File: config.mk
export PLATFORM = sky130hd
export DESIGN_NAME = comparador_serial_der_izq
export DESIGN_NICKNAME = d
export VERILOG_FILES = /design/src/rtl/comparador_serial_der_izq.sv
export SDC_FILE = /design/constraint.sdc
export NUM_CORES = 1
export LEC_CHECK = 0
export ABC_AREA = 1
export CAP_MARGIN = 20
export CORE_AREA = 5 5 42 44
export DETAILED_ROUTE_END_ITERATION = 8
export DIE_AREA = 0 0 47 49
export PLACE_DENSITY_LB_ADDON = 0.1
export SYNTH_ARGS = -nofsm -noshare
export SYNTH_HDL_FRONTEND = slang
export SYNTH_SLANG_ARGS = --single-unit
File: constraint.sdc
create_clock -name clk -period 1.9 [get_ports clk]
set_input_delay 0.285 -clock clk [delete_from_list [all_inputs] [get_ports clk]]
set_output_delay 0.285 -clock clk [all_outputs]
set_load 0.05 [all_outputs]
File: src/rtl/comparador_serial_der_izq.sv
// Bit-serial LSB-first magnitude comparator with start/valid/busy/done handshake.
// Define COMPARADOR_SIGNED_EN to compare two's-complement operands.
module comparador_serial_der_izq #(
  parameter int N = 8
) (
  input  logic clk,
  input  logic reset,
  input  logic start,
  input  logic bit_valid,
  input  logic A_i,
  input  logic B_i,
  output logic busy,
  output logic done,
  output logic P,
  output logic Q,
  output logic igual
);

  localparam int CW = $clog2(N) + 1;

  typedef enum logic [1:0] {
    IDLE  = 2'd0,
    SHIFT = 2'd1,
    DONE  = 2'd2
  } state_t;

  state_t        state;
  logic [CW-1:0] cnt;
  logic          last;
  logic          gt;
  logic          lt;

  assign last = (cnt == CW'(N - 1));

  // gt/lt: this bit alone says A>B / A<B
  always_comb begin
    gt = A_i & ~B_i;
    lt = ~A_i & B_i;
`ifdef COMPARADOR_SIGNED_EN
    // the sign bit weighs negatively, so its verdict flips
    if (last) begin
      gt = ~A_i & B_i;
      lt = A_i & ~B_i;
    end
`endif
  end

  always_ff @(posedge clk or posedge reset) begin
    if (reset) begin
      state <= IDLE;
      cnt   <= '0;
      P     <= 1'b0;
      Q     <= 1'b0;
      busy  <= 1'b0;
      done  <= 1'b0;
    end else begin
      unique case (state)
        IDLE: begin
          done <= 1'b0;
          if (start) begin
            P     <= 1'b0;
            Q     <= 1'b0;
            cnt   <= '0;
            busy  <= 1'b1;
            state <= SHIFT;
          end
        end
        SHIFT: begin
          if (bit_valid) begin
            cnt <= cnt + 1'b1;
            if (gt) begin
              P <= 1'b1;
              Q <= 1'b0;
            end else if (lt) begin
              P <= 1'b0;
              Q <= 1'b1;
            end
            if (last) begin
              busy  <= 1'b0;
              done  <= 1'b1;
              state <= DONE;
            end
          end
        end
        DONE: begin
          done  <= 1'b0;
          state <= IDLE;
        end
        default: begin
          busy  <= 1'b0;
          done  <= 1'b0;
          state <= IDLE;
        end
      endcase
    end
  end

  assign igual = ~P & ~Q;

endmodule

# Yosys cells after proc, flatten, opt, wreduce, memory -nomap -nowiden
# Cells that the tools add are included.
[word_totals] elab_cells=52 inputBits=6 ff_bits=10 output_inout_bits=5
[classes] bitwise=8 n_eq_ne=7 add_sub_neg=1 n_reduce_logical=7 n_mux=23
[ops] cell="two-way mux 1 bit" n=13
[ops] cell="two-way mux 4 bit" n=2
[ops] cell="one-hot mux 4 bit (2 select lines)" n=1
[ops] cell="AND reduction 4 bit" n=2
[ops] cell="two-way mux 2 bit" n=3
[ops] cell="inequality test 2 bit, second input constant" n=3
[ops] cell="AND reduction 3 bit" n=2
[ops] cell="NOT 1 bit" n=5
[ops] cell="adder 4 x 1 -> 4 bit, second input constant" n=1
[ops] cell="equality test 4 x 3 -> 1 bit, second input constant" n=1
[ops] cell="one-hot mux 1 bit (2 select lines)" n=2
[ops] cell="one-hot mux 2 bit (2 select lines)" n=1
[ops] cell="AND 1 bit" n=3
[ops] cell="inequality test 3 bit, second input constant" n=1
[ops] cell="one-hot mux 1 bit (3 select lines)" n=1
[ops] cell="equality test 2 x 1 -> 1 bit, second input constant" n=1
[ops] cell="equality test 2 bit, second input constant" n=1
[ops] cell="logical NOT 2 bit" n=1
[ops] cell="AND reduction 2 bit" n=1
[ops] cell="nonzero test 2 bit" n=1

# Depth between registers and ports, before layout
# Gate-level depths: netlist of the first run.
[depth] depth_word=6 mapped_depth=6 depth_no_buf=6

# Worst setup path after synthesis of the first run
# No wires, ideal clock.
[synth_timing] path_type="register -> output" from="reg P" to="out igual" slack_ps=324 stages_incl_launch_ff=2 arrival_ps=1291 path_buffers=0 t_required_ps=1615 cell_sequence="dfrtp_1 > nor2_1"
[synth_between] elab_chain_cells=2
[synth_lines] element="from (decl)" line="14" text="output logic P,"
[synth_lines] element="from (signal assigned)" line="52" text="P <= 1'b0;"
[synth_lines] element="from (signal assigned)" line="61" text="P <= 1'b0;"
[synth_lines] element="from (signal assigned)" line="72" text="P <= 1'b1;"
[synth_lines] element="NOT 1 bit" line="98" text="assign igual = ~P & ~Q;"
[synth_lines] element="AND 1 bit" line="98"
[synth_lines] element="to (decl)" line="16" text="output logic igual"
# Every way passes these cells.

# Worst setup path after layout of the first run
[layout_timing] from="reg P" to="out P"
# No word-level cell between the ends.

==> impl_metrics.ini, run 1 <==
[sta]
fin_skew_ps = 2.71
setup_tns_ps = 0
setup_viol = 0
slew_headroom_pct = 67.2
tightest_slew_ps = 490
finalMaxSlewViolations = 0
fmax_mhz = 584
fin_crit_sh_pct = 90.1
rsz0062_at_grt = no
worst_slack_ps = 187
hold_ws_ps = 299
period_needed_ps = 1710
hold_viol_final = 0

[drt]
route.detailed.drc = 0
wl_per_cell_um = 10.5
via_count = 409
drt.antenna.violating_nets = 0
viasPerCell = 4.54
dr.pass1.iters = 2
drt-initial-drc-count = 1
drt_wl_total_um = 943

[worst_setup_path]
worstSetupEndpointType = output pin
arrival_ps = 1430
worstSetupStartpointType = flop
critical_path_buf_inv_count = 1
crit_chain = clkdlybuf4s50_1
worst-path-max-fanout = 3
required_ps = 1620
slowest_delay_ps = 810
cpLargestDelayFamily = buffers and inverters
cp_slowest_cell = clkdlybuf4s50_1
critical_path_class = flop to output pin

[yosys]
synthesis.instances = 61
synthTopCellsByArea = dfrtp_1 50%, nand2_1 12%, inv_1 5.3%
syn_area_um2 = 499
synth_top_area_share_pct = 50.1
syn_nets = 69
yosysTopAreaCell = dfrtp_1
ys_types = 13
ys_seq_area_share_pct = 50.1
syn_avg_cell_area_um2 = 8.18
yosysWarnings = 0
ys_ff_latch = 10

[power_and_ir_drop]
power_density_nw_per_um2 = 1760
p_leak_nw = 0.328
ir_drop_mv = 0.844
p_total_mw = 1.13

[grt]
grt_pass1_wl_um = 1600
grt_busiest_layer = met2
grt_antenna_before_repair = 0
grt_overflow = 0
met2_usage_pct = 13.1
grt_pass1_vias = 361
grt_util_all_layers_pct = 10.0
use_met3_pct = 2.58
grt_start_max_net_pins = 11
use_met1_pct = 13.1

[cts]
clock_latency_ps = 260
cts.sinks = 10
cts_tree = built
cts_max_level = 1
clockRootBuffer = clkbuf_4
post_cts_buffers = 0
cts_resized = 0
clk_pin_slew_ps = 60
cts_hold_buf = 0
clk_path_buf_depth = 2
numCtsBuffers = 3

[floorplan]
initial_core_util_pct = 35.6
chipWidth_um = 47
rows = 14
die_h_um = 49
io_pins = 11
core-area_um2 = 1400
dieArea_um2 = 2300

[place]
hpwl_um = 750
port_buffers = 10
gp_congestion = 0.673
preCtsSetupSlack_ps = 315
dpl.cell_count = 87
dpl-instance-area_um2 = 617

[final_layout]
antenna_cells = 0
stdcell_count = 90
fin_area_um2 = 639
final_nets = 84
postLayoutCoreUtil_pct = 45.6
syn_to_final_growth_pct = 28.1
drive_gt1_share_pct = 9.46

[flow_run]
maxCapViolCount = 0

[run_status]
status = finished clean

[worst_hold_path]
hold_class = primary input to async pin
registers in the layout, indices dropped and copies added, names as in the netlist:
register  cells
busy          1
cnt           4
P             1
done          1
state         2
Q             1
cells in the final DEF, fill, tap and decap left out:
| cell | Yosys | routed |
|---|---|---|
| clkdlybuf4s50_1 | 0 | 9 |
| ha_1 | 2 | 2 |
| dfrtp_1 | 10 | 10 |
| clkbuf_4 | 0 | 3 |
| nand2_1 | 16 | 16 |
| a21oi_1 | 5 | 5 |
| or2_0 | 1 | 1 |
| inv_1 | 7 | 7 |
| o21ai_1 | 1 | 1 |
| nor2_1 | 4 | 4 |
| o21ai_0 | 5 | 5 |
| nor2_4 | 1 | 1 |
| nand3_1 | 5 | 5 |
| xor2_1 | 2 | 2 |
| inv_2 | 2 | 2 |
| buf_4 | 0 | 1 |
final cells by class:
cell class,count,area [um2]
Sequential cell,10,250
Fill cell,154,762
Multi-Input combinational cell,42,215
Clock buffer,3,22.5
Timing Repair Buffer,10,97.6
Tap cell,16,20.0
Inverter,9,33.8
cells in the mapped netlist (all sizes together):
cell	n
xor2	2
dfrtp	10
inv	9
a21oi	5
nor2	5
ha	2
nand3	5
nand2	16
o21ai	6
or2	1
power by group:
group          internal, mW  total, mW  switching, mW
logic                 0.210      0.612          0.402
registers             0.308      0.378         0.0708
clock network        0.0727      0.137         0.0641
worst reg2reg max path: stages (launching register included):
cell and delay (ps):
dfrtp_1 420, a21oi_1 260, nand2_1 200, nor2_1 130, a21oi_1 50
cell families after synthesis:
group / Yosys count / synth area share (%)
and+or+nand+nor: 27 / 23.6
xor gates and xnor gates: 2 / 3.51
adders and majority gates: 2 / 5.01
AOI/OAI and AO/OA: 11 / 11.0
buffers and inverters: 9 / 6.77
DFF: 10 / 50.1
metal layers:
metal | wire length (um) | vias up
met5 | 0 | -
met4 | 12 | 0
met3 | 76 | 2
met2 | 430 | 8
met1 | 424 | 178
li1 | - | 221
worst paths after layout:
| check | from | endpoint | slack (ps) | cells past startpoint |
|---|---|---|---|---|
| min in group clk | done | done | 490 | 2 |
| max in group asynchronous | reset | cnt[0] | 1330 | 2 |
| min reg2reg | done | done | 490 | 2 |
| max | P | P | 190 | 1 |
| min | reset | cnt[3] | 300 | 2 |
| max reg2reg | state[0] | cnt[0] | 730 | 4 |
(Power assumes the default switching activity.)
==> inputs of run 2 (changes only) <==
--- a/config.mk
+++ b/config.mk
@@ -8,6 +8,7 @@
 export ABC_AREA = 1
 export CAP_MARGIN = 20
 export CORE_AREA = 5 5 42 44
+export CTS_BUF_LIST = sky130_fd_sc_hd__clkbuf_4 sky130_fd_sc_hd__clkbuf_8 sky130_fd_sc_hd__clkbuf_16
 export DETAILED_ROUTE_END_ITERATION = 8
 export DIE_AREA = 0 0 47 49
 export PLACE_DENSITY_LB_ADDON = 0.1
==> results of run 2 <==
The final DEF is identical to that of run 1; final timing and power are the same.
==> inputs of run 3 (changes only) <==
--- a/config.mk
+++ b/config.mk
@@ -11,7 +11,6 @@
 export CTS_BUF_LIST = sky130_fd_sc_hd__clkbuf_4 sky130_fd_sc_hd__clkbuf_8 sky130_fd_sc_hd__clkbuf_16
 export DETAILED_ROUTE_END_ITERATION = 8
 export DIE_AREA = 0 0 47 49
-export PLACE_DENSITY_LB_ADDON = 0.1
 export SYNTH_ARGS = -nofsm -noshare
 export SYNTH_HDL_FRONTEND = slang
 export SYNTH_SLANG_ARGS = --single-unit
==> run 3 against run 2 <==
  * Global-route usage increased by 0.50 points
  * Register-to-register slack better by 20 ps
  * Fmax shrank 1.3%
  * Utilization up 0.98 points
  * Worst setup slack got worse by 22 ps
  * Sequential cell count unchanged
  * Non-clock buffer count did not move
  * Combinational power about the same
  * Largest cell class unchanged
  * Largest power group unchanged
  * Highest routed layer unchanged
==> impl_metrics.ini, run 3 (same netlist as run 1, synthesis figures left out) <==
[sta]
setup_tns_ps = 0
rsz0062_at_grt = no
period_needed_ps = 1740
hold_viol_final = 0
fin_skew_ps = 0.625
finalMaxSlewViolations = 0
slew_headroom_pct = 66.8
tightest_slew_ps = 497
setup_viol = 0
fin_crit_sh_pct = 91.3
fmax_mhz = 576
worst_slack_ps = 165

[drt]
met1Wirelength_um = 455
route.detailed.drc = 0
drt_wl_total_um = 961
highest_layer = met4
dr.pass1.iters = 4
wl_met3_um = 48
wl_per_cell_um = 10.6
drt-initial-drc-count = 4
wl_met2_um = 444
drt.antenna.violating_nets = 0
viasPerCell = 4.71
via_count = 429

[cts]
post_cts_buffers = 0
clk_pin_slew_ps = 70
clk_path_buf_depth = 2
cts_tree = built
numCtsBuffers = 3
cts_resized = 0
cts.sinks = 10
cts_max_level = 1
clockRootBuffer = clkbuf_4
clock_latency_ps = 270
cts_hold_buf = 0

[worst_setup_path]
critical_path_class = flop to output pin
slowest_delay_ps = 810
arrival_ps = 1450
worstSetupStartpointType = flop
worstSetupEndpointType = output pin
required_ps = 1620
critical_path_buf_inv_count = 1
crit_chain = clkdlybuf4s50_1
cp_slowest_cell = clkdlybuf4s50_1
worst-path-max-fanout = 3
cpLargestDelayFamily = buffers and inverters

[grt]
grt_pass1_vias = 391
grt_antenna_before_repair = 0
grt_util_all_layers_pct = 10.5
grt_overflow = 0
grt_pass1_wl_um = 1670
grt_start_max_net_pins = 11

[final_layout]
layout_commonest_cell = nand2_1
layout_common_cells = 16 x nand2_1, 10 x dfrtp_1, 9 x clkdlybuf4s50_1
antenna_cells = 0
drive_gt1_share_pct = 10.7
regMostFlops = cnt
final_nets = 84
stdcell_count = 91
fillers = 144
syn_to_final_growth_pct = 30.8
largest_reg_flops = 4
top_regs = cnt: 4 flops, state: 2 flops
multi_input_area_um2 = 215
register_area_um2 = 250

[worst_hold_path]
hold_class = primary input to async pin

[power_and_ir_drop]
power_density_nw_per_um2 = 1820
p_total_mw = 1.19
p_leak_nw = 0.335
ir_drop_mv = 0.791

[place]
dpl.cell_count = 87
hpwl_um = 719
preCtsSetupSlack_ps = 333
port_buffers = 10
gp_congestion = 0.762

[run_status]
status = finished clean

[floorplan]
core-area_um2 = 1400
die_h_um = 49
dieArea_um2 = 2300
rows = 14
initial_core_util_pct = 35.6
io_pins = 11
chipWidth_um = 47

[flow_run]
maxCapViolCount = 0
==> run 3: cell count changes in the layout (fill, tap and decap cells not counted) <==
cell / delta
clkbuf_8: +1
==> run 3: routing by layer <==
metal	vias up	global-route usage, %
met5	-	0
li1	223	-
met3	2	3.69
met4	0	9.68
met1	196	13.3
met2	8	13.1
==> run 3: area by class of cell <==
cell class              count  share of cell area [%]
multi-input cells          42                    33.0
inverters                   9                    5.17
repair buffers             10                    14.9
well taps                  16                    3.07
clock buffers               4                    5.56
flip-flops and latches     10                    38.3
==> run 3: through the flow <==
stage	hold slack, ps	instance area [um2]	utilization (%)
after global routing	322	653	46.6
after floorplan	125	499	-
after detailed placement	479	617	44.0
final	294	653	46.6
after global placement	472	617	44.0
after CTS	299	653	46.6
==> run 3: worst paths after layout <==
path	startpoint	end	slack [ps]	cells after the start
min in group clk	done	done	490	2
min reg2reg	done	done	490	2
min	reset	cnt[3]	290	2
max in group asynchronous	reset	P	1340	2
max	Q	Q	160	1
max reg2reg	state[0]	cnt[2]	750	4
==> run 3: where the power goes <==
part	switching [mW]	internal, mW
logic	0.401	0.210
registers	0.0761	0.307
clock network	0.0765	0.116
total	0.554	0.633
